==> config.mk <==
export PLATFORM = sky130hd
export DESIGN_NAME = tpu_tile_scheduler
export DESIGN_NICKNAME = d
export VERILOG_FILES = /design/src/rtl/tpu_pkg.sv /design/src/rtl/tpu_tile_scheduler.sv
export SDC_FILE = /design/constraint.sdc
export NUM_CORES = 1
export LEC_CHECK = 0
export ABC_AREA = 1
export BUFFER_PORTS_ARGS = -buffer_cell sky130_fd_sc_hd__buf_4
export CAP_MARGIN = 10
export CORE_MARGIN = 8
export CORE_UTILIZATION = 40
export CTS_CLUSTER_DIAMETER = 60
export DETAILED_ROUTE_END_ITERATION = 6
export PLACE_DENSITY = 0.72
export SLEW_MARGIN = 20
export SYNTH_ARGS = -nofsm -noshare
export SYNTH_HDL_FRONTEND = slang
export SYNTH_SLANG_ARGS = --single-unit
==> constraint.sdc <==
create_clock -name clk -period 4.6 [get_ports clk]
set_input_delay 0.92 -clock clk [delete_from_list [all_inputs] [get_ports clk]]
set_output_delay 0.92 -clock clk [all_outputs]
set_load 0.005 [all_outputs]
==> src/rtl/tpu_pkg.sv <==
// Constants and state encoding shared by the TPU tile scheduler and the TPU array.
package tpu_pkg;

    localparam int TILE       = 4;
    localparam int C_W        = 128;
    localparam int WD_MAX_DEF = 1023;

    typedef enum logic [2:0] {
        S_IDLE,
        S_CLR,
        S_START,
        S_WAIT,
        S_RD,
        S_EMIT,
        S_NEXT
    } state_e;

endpackage

==> src/rtl/tpu_tile_scheduler.sv <==
// Walks an mt x nt grid of 4x4 output tiles. For each tile it clears and starts
// the TPU, waits for completion, then streams the four C rows out.
//   state   | meaning
//   S_IDLE  | accept a job; an illegal job sets err and pulses done
//   S_CLR   | hold TPU in reset and clear the accumulators
//   S_START | one-cycle start pulse
//   S_WAIT  | wait for busy to drop; the watchdog bounds this wait
//   S_RD    | present the C row index to the buffer
//   S_EMIT  | offer the row on the result stream until it is accepted
//   S_NEXT  | advance the tile indices, or finish the job
module tpu_tile_scheduler
    import tpu_pkg::*;
#(
    parameter int K_W    = 9,
    parameter int T_W    = 5,
    parameter int BASE_W = 12,
    parameter int WD_MAX = WD_MAX_DEF
) (
    input  logic              clk,
    input  logic              rst,
    input  logic              cmd_valid,
    output logic              cmd_ready,
    input  logic [T_W-1:0]    cmd_mt,
    input  logic [T_W-1:0]    cmd_nt,
    input  logic [K_W-1:0]    cmd_k,
    input  logic [31:0]       cmd_offset,
    output logic              tpu_rst_n,
    output logic              tpu_rst_acc,
    output logic              tpu_in_valid,
    output logic [K_W-1:0]    tpu_K,
    output logic [7:0]        tpu_M,
    output logic [7:0]        tpu_N,
    output logic [31:0]       tpu_offset,
    input  logic              tpu_busy,
    output logic [BASE_W-1:0] a_base,
    output logic [BASE_W-1:0] b_base,
    output logic [1:0]        c_rd_index,
    input  logic [C_W-1:0]    c_rd_data,
    output logic              res_valid,
    input  logic              res_ready,
    output logic [C_W-1:0]    res_data,
    output logic              res_last,
    output logic              done,
    output logic              err
);

    localparam int WD_W = $clog2(WD_MAX + 1);

    state_e             state_q, state_d;
    logic [T_W-1:0]     mt_q, mt_d, nt_q, nt_d, mi_q, mi_d, ni_q, ni_d;
    logic [K_W-1:0]     k_q, k_d;
    logic [31:0]        off_q, off_d;
    logic [1:0]         row_q, row_d;
    logic [WD_W-1:0]    wd_q, wd_d;
    logic [BASE_W-1:0]  a_q, a_d, b_q, b_d;
    logic [C_W-1:0]     data_q, data_d;
    logic               hold_q, hold_d, err_q, err_d, done_q, done_d;
    logic               last_tile;

    assign last_tile = (mi_q == mt_q - T_W'(1)) && (ni_q == nt_q - T_W'(1));

    always_ff @(posedge clk) begin
        if (rst) begin
            state_q <= S_IDLE;
            mt_q    <= '0;
            nt_q    <= '0;
            mi_q    <= '0;
            ni_q    <= '0;
            k_q     <= '0;
            off_q   <= '0;
            row_q   <= '0;
            wd_q    <= '0;
            a_q     <= '0;
            b_q     <= '0;
            data_q  <= '0;
            hold_q  <= 1'b0;
            err_q   <= 1'b0;
            done_q  <= 1'b0;
        end else begin
            state_q <= state_d;
            mt_q    <= mt_d;
            nt_q    <= nt_d;
            mi_q    <= mi_d;
            ni_q    <= ni_d;
            k_q     <= k_d;
            off_q   <= off_d;
            row_q   <= row_d;
            wd_q    <= wd_d;
            a_q     <= a_d;
            b_q     <= b_d;
            data_q  <= data_d;
            hold_q  <= hold_d;
            err_q   <= err_d;
            done_q  <= done_d;
        end
    end

    always_comb begin
        state_d      = state_q;
        mt_d         = mt_q;
        nt_d         = nt_q;
        mi_d         = mi_q;
        ni_d         = ni_q;
        k_d          = k_q;
        off_d        = off_q;
        row_d        = row_q;
        wd_d         = wd_q;
        a_d          = a_q;
        b_d          = b_q;
        data_d       = data_q;
        hold_d       = hold_q;
        err_d        = err_q;
        done_d       = 1'b0;
        cmd_ready    = 1'b0;
        tpu_rst_acc  = 1'b0;
        tpu_in_valid = 1'b0;
        res_valid    = 1'b0;
        res_last     = 1'b0;
        case (state_q)
            S_IDLE: begin
                cmd_ready = 1'b1;
                if (cmd_valid) begin
                    mt_d  = cmd_mt;
                    nt_d  = cmd_nt;
                    k_d   = cmd_k;
                    off_d = cmd_offset;
                    mi_d  = '0;
                    ni_d  = '0;
                    row_d = '0;
                    if (cmd_mt == '0 || cmd_nt == '0 || cmd_k == '0) begin
                        err_d  = 1'b1;
                        done_d = 1'b1;
                    end else begin
                        err_d   = 1'b0;
                        state_d = S_CLR;
                    end
                end
            end
            S_CLR: begin
                tpu_rst_acc = 1'b1;
                a_d         = BASE_W'(mi_q) * BASE_W'(k_q);
                b_d         = BASE_W'(ni_q) * BASE_W'(k_q);
                state_d     = S_START;
            end
            S_START: begin
                tpu_in_valid = 1'b1;
                wd_d         = WD_W'(WD_MAX - 1);
                state_d      = S_WAIT;
            end
            S_WAIT: begin
                if (!tpu_busy) begin
                    state_d = S_RD;
                end else if (wd_q == '0) begin
                    err_d   = 1'b1;
                    done_d  = 1'b1;
                    state_d = S_IDLE;
                end else begin
                    wd_d = wd_q - WD_W'(1);
                end
            end
            S_RD: begin
                hold_d  = 1'b0;
                state_d = S_EMIT;
            end
            S_EMIT: begin
                res_valid = 1'b1;
                res_last  = (row_q == 2'd3) && last_tile;
                // The buffer output is only guaranteed on the first EMIT cycle; keep a copy for stalls.
                if (!hold_q) begin
                    data_d = c_rd_data;
                    hold_d = 1'b1;
                end
                if (res_ready) begin
                    row_d   = row_q + 2'd1;
                    state_d = (row_q == 2'd3) ? S_NEXT : S_RD;
                end
            end
            S_NEXT: begin
                if (last_tile) begin
                    done_d  = 1'b1;
                    state_d = S_IDLE;
                end else begin
                    if (ni_q == nt_q - T_W'(1)) begin
                        ni_d = '0;
                        mi_d = mi_q + T_W'(1);
                    end else begin
                        ni_d = ni_q + T_W'(1);
                    end
                    state_d = S_CLR;
                end
            end
            default: state_d = S_IDLE;
        endcase
    end

    assign res_data   = (state_q == S_EMIT && !hold_q) ? c_rd_data : data_q;
    assign tpu_rst_n  = !(rst || state_q == S_CLR);
    assign c_rd_index = row_q;
    assign a_base     = a_q;
    assign b_base     = b_q;
    assign tpu_K      = k_q;
    assign tpu_M      = 8'(TILE);
    assign tpu_N      = 8'(TILE);
    assign tpu_offset = off_q;
    assign done       = done_q;
    assign err        = err_q;

endmodule

==> metrics.yaml <==
status: "finished, final reports clean"
portBuffers: 386
critPathMaxFanout: 92
max_slew_margin: 0.2908
cpMostUsedCell: "inv_2"
p_per_area_nw_per_um2: 337.1
grt_pass1_wl_um: 59830
final_common_cell: "nand2_1"
stdcell_count: 2597
overflow: 0
synth_area_per_cell_um2: 6.898
grt_use_total: 0.1897
min_period_over_period: 0.8505
via_per_inst: 4.588
fmax_ghz: 0.2556
mostFrequentLayoutCells: "nand2_1, buf_4, inv_1"
worst_pin_slew_ns: 1.064
fp.coreArea_um2: 31390
cp_data_arrival_time_ns: 2.99
area_growth_pct: 31.13
path_cells: "nor2_1 -> inv_2 -> nor2_4 -> inv_2 -> or2_4 -> buf_12 -> nand2_1 -> o21ai_1 -> inv_1 -> buf_4"
first_pass_iters: 4
synth_area_um2: 12660
place_inst: 2546
clockBufferDepth: 3
start_util: 0.4034
drv_cap: 0
synthCells: 1836
htreeDepth: 1
yosysUniqueCellTypes: 40
startpoint_type: "register"
drive_gt1_frac: 0.2621
dieArea_um2: 37610
ys_seq_area_frac: 0.3651
cts_sinks: 231
nets: 2438
root_buffer: "clkbuf_16"
fin_area_um2: 16610
setup-tns-final_ns: 0
clk_pin_slew_ns: 0.06
route.final.wire_length_um: 37100
clock_latency_ns: 0.56
cts_setup_buffers: 0
r2r_cells: 15
hold_depth: 2
post_cts_resized: 0
die_w_um: 193.9
route.detailed.wl_per_inst_um: 14.29
required_ns: 3.68
skew_ns: 0.03621
synth_edf_count: 0
hp-class: "register to register"
cpMaxStageDelayCell: "or2_4"
cts_tree: "built"
synth-seq-cells: 231
num-fill-cells: 3020
grt_max_degree: 93
peakVddDrop_v: 0.0003070
hpwl_um: 28640
rows: 65
rsz0062_at_grt: "no"
ys.warnings.count: 0
p_leak_uw: 0.009622
drtIter0Drc: 571
hold_buffers: 0
postRouteAntennaNets: 0
ios: 403
worstSetupEndpointType: "primary output"
cp_slowest_stage_delay_ns: 0.79
vias: 11910
fin_crit_ns: 3.912
die_h_um: 193.9
critPathKind: "register to primary output"
async_flop_share: 0
setup_violations: 0
grt_pass1_vias: 11820
placed_area_um2: 15710
finalHoldViolations: 0
routabilityCongestion: 0.8523
antenna_found_initial: 2
synth_ff_type: "dfxtp_1"
drc: 0
cts_buffers: 28
timing_max_transition_violations_final: 0
sequential cells by signal, summed over array words and instances (netlist names):
name / count
a_base: 12
b_base: 12
c_rd_index: 2
data_q: 128
done: 1
err: 1
hold_q: 1
mi_q: 5
mt_q: 5
ni_q: 5
nt_q: 5
state_q: 3
tpu_K: 9
tpu_offset: 32
wd_q: 10
path summary, 6_finish.rpt:
check / startpoint / to / slack (ns)
setup / recovery: state_q[1] / res_data[42] / 0.69
hold / removal: tpu_offset[14] / tpu_offset[14] / 0.46
setup reg to reg: mi_q[2] / a_base[9] / 0.84
hold reg to reg: tpu_offset[14] / tpu_offset[14] / 0.46
power breakdown:
group	leakage [µW]	switching, µW	total (µW)	internal [µW]
Sequential	0.00187	137	2280	2150
Clock	0.000430	868	2120	1250
Combinational	0.00732	681	1200	517
cell usage after synthesis, types with 16 or more instances:
cell type | n | area, µm²
o21ai_1 | 68 | 340.3
nand2_1 | 439 | 1648
clkbuf_1 | 54 | 202.7
ha_1 | 40 | 500.5
a21oi_1 | 95 | 475.5
fa_1 | 40 | 800.8
inv_2 | 78 | 292.8
o21ai_2 | 54 | 473.0
xor2_1 | 16 | 140.1
buf_4 | 22 | 165.2
nand3_1 | 43 | 215.2
dfxtp_1 | 231 | 4624
buf_2 | 22 | 110.1
inv_1 | 345 | 1295
o21ai_0 | 40 | 200.2
nor2_1 | 179 | 671.9
worst max-delay path, delay by kind of cell, from the launching register on:
kind            cells  cell delay (ns)
simple gates        4             1.00
buf+inv             5             0.80
flops               1             0.39
compound gates      1             0.12
logic make-up (layout without fill, tap and decap cells):
family / count (synthesis) / after routing / share of synthesized area
AOI/OAI and AO/OA: 282 / 282 / 0.1334
xor gates and xnor gates: 27 / 27 / 0.01867
adders and majority gates: 80 / 80 / 0.1027
buffers and inverters: 528 / 872 / 0.1664
DFF: 231 / 231 / 0.3651
other: 2 / 17 / 0.0005930
and+or+nand+nor: 686 / 686 / 0.2131
metrics by stage:
stage	total power, µW	setup WS (ns)	hold slack (ns)	util
final	5598	0.6877	0.4646	0.5290
after global routing	5910	0.4209	0.4812	0.5289
after detailed placement	3523	0.8345	0.4534	0.5003
after CTS	5659	0.6581	0.4656	0.5288
after floorplan	3006	1.061	0.4388	-
after global placement	3494	0.9688	0.4465	0.5003
layout make-up:
| class | count | area [µm²] | share of cell area |
|---|---|---|---|
| Multi-Input combinational cell | 1091 | 5996 | 0.3610 |
| Sequential cell | 231 | 4624 | 0.2785 |
| Timing Repair Buffer | 396 | 2989 | 0.1800 |
| Inverter | 426 | 1599 | 0.09629 |
| Clock buffer | 41 | 789.5 | 0.04754 |
| Tap cell | 402 | 503.0 | 0.03029 |
| Clock inverter | 9 | 103.9 | 0.006253 |
| Antenna cell | 1 | 2.502 | 0.0001507 |
routing by layer:
layer | share of wire | wire (µm) | vias to the layer above | track usage
li1 | - | - | 6131 | -
met1 | 0.40 | 14990 | 5410 | 0.2131
met2 | 0.50 | 18410 | 311 | 0.3452
met3 | 0.070 | 2609 | 58 | 0.05484
met4 | 0.029 | 1067 | 4 | 0.05290
met5 | 0.00073 | 27 | - | 0
Power figures use the tool's default switching activity.
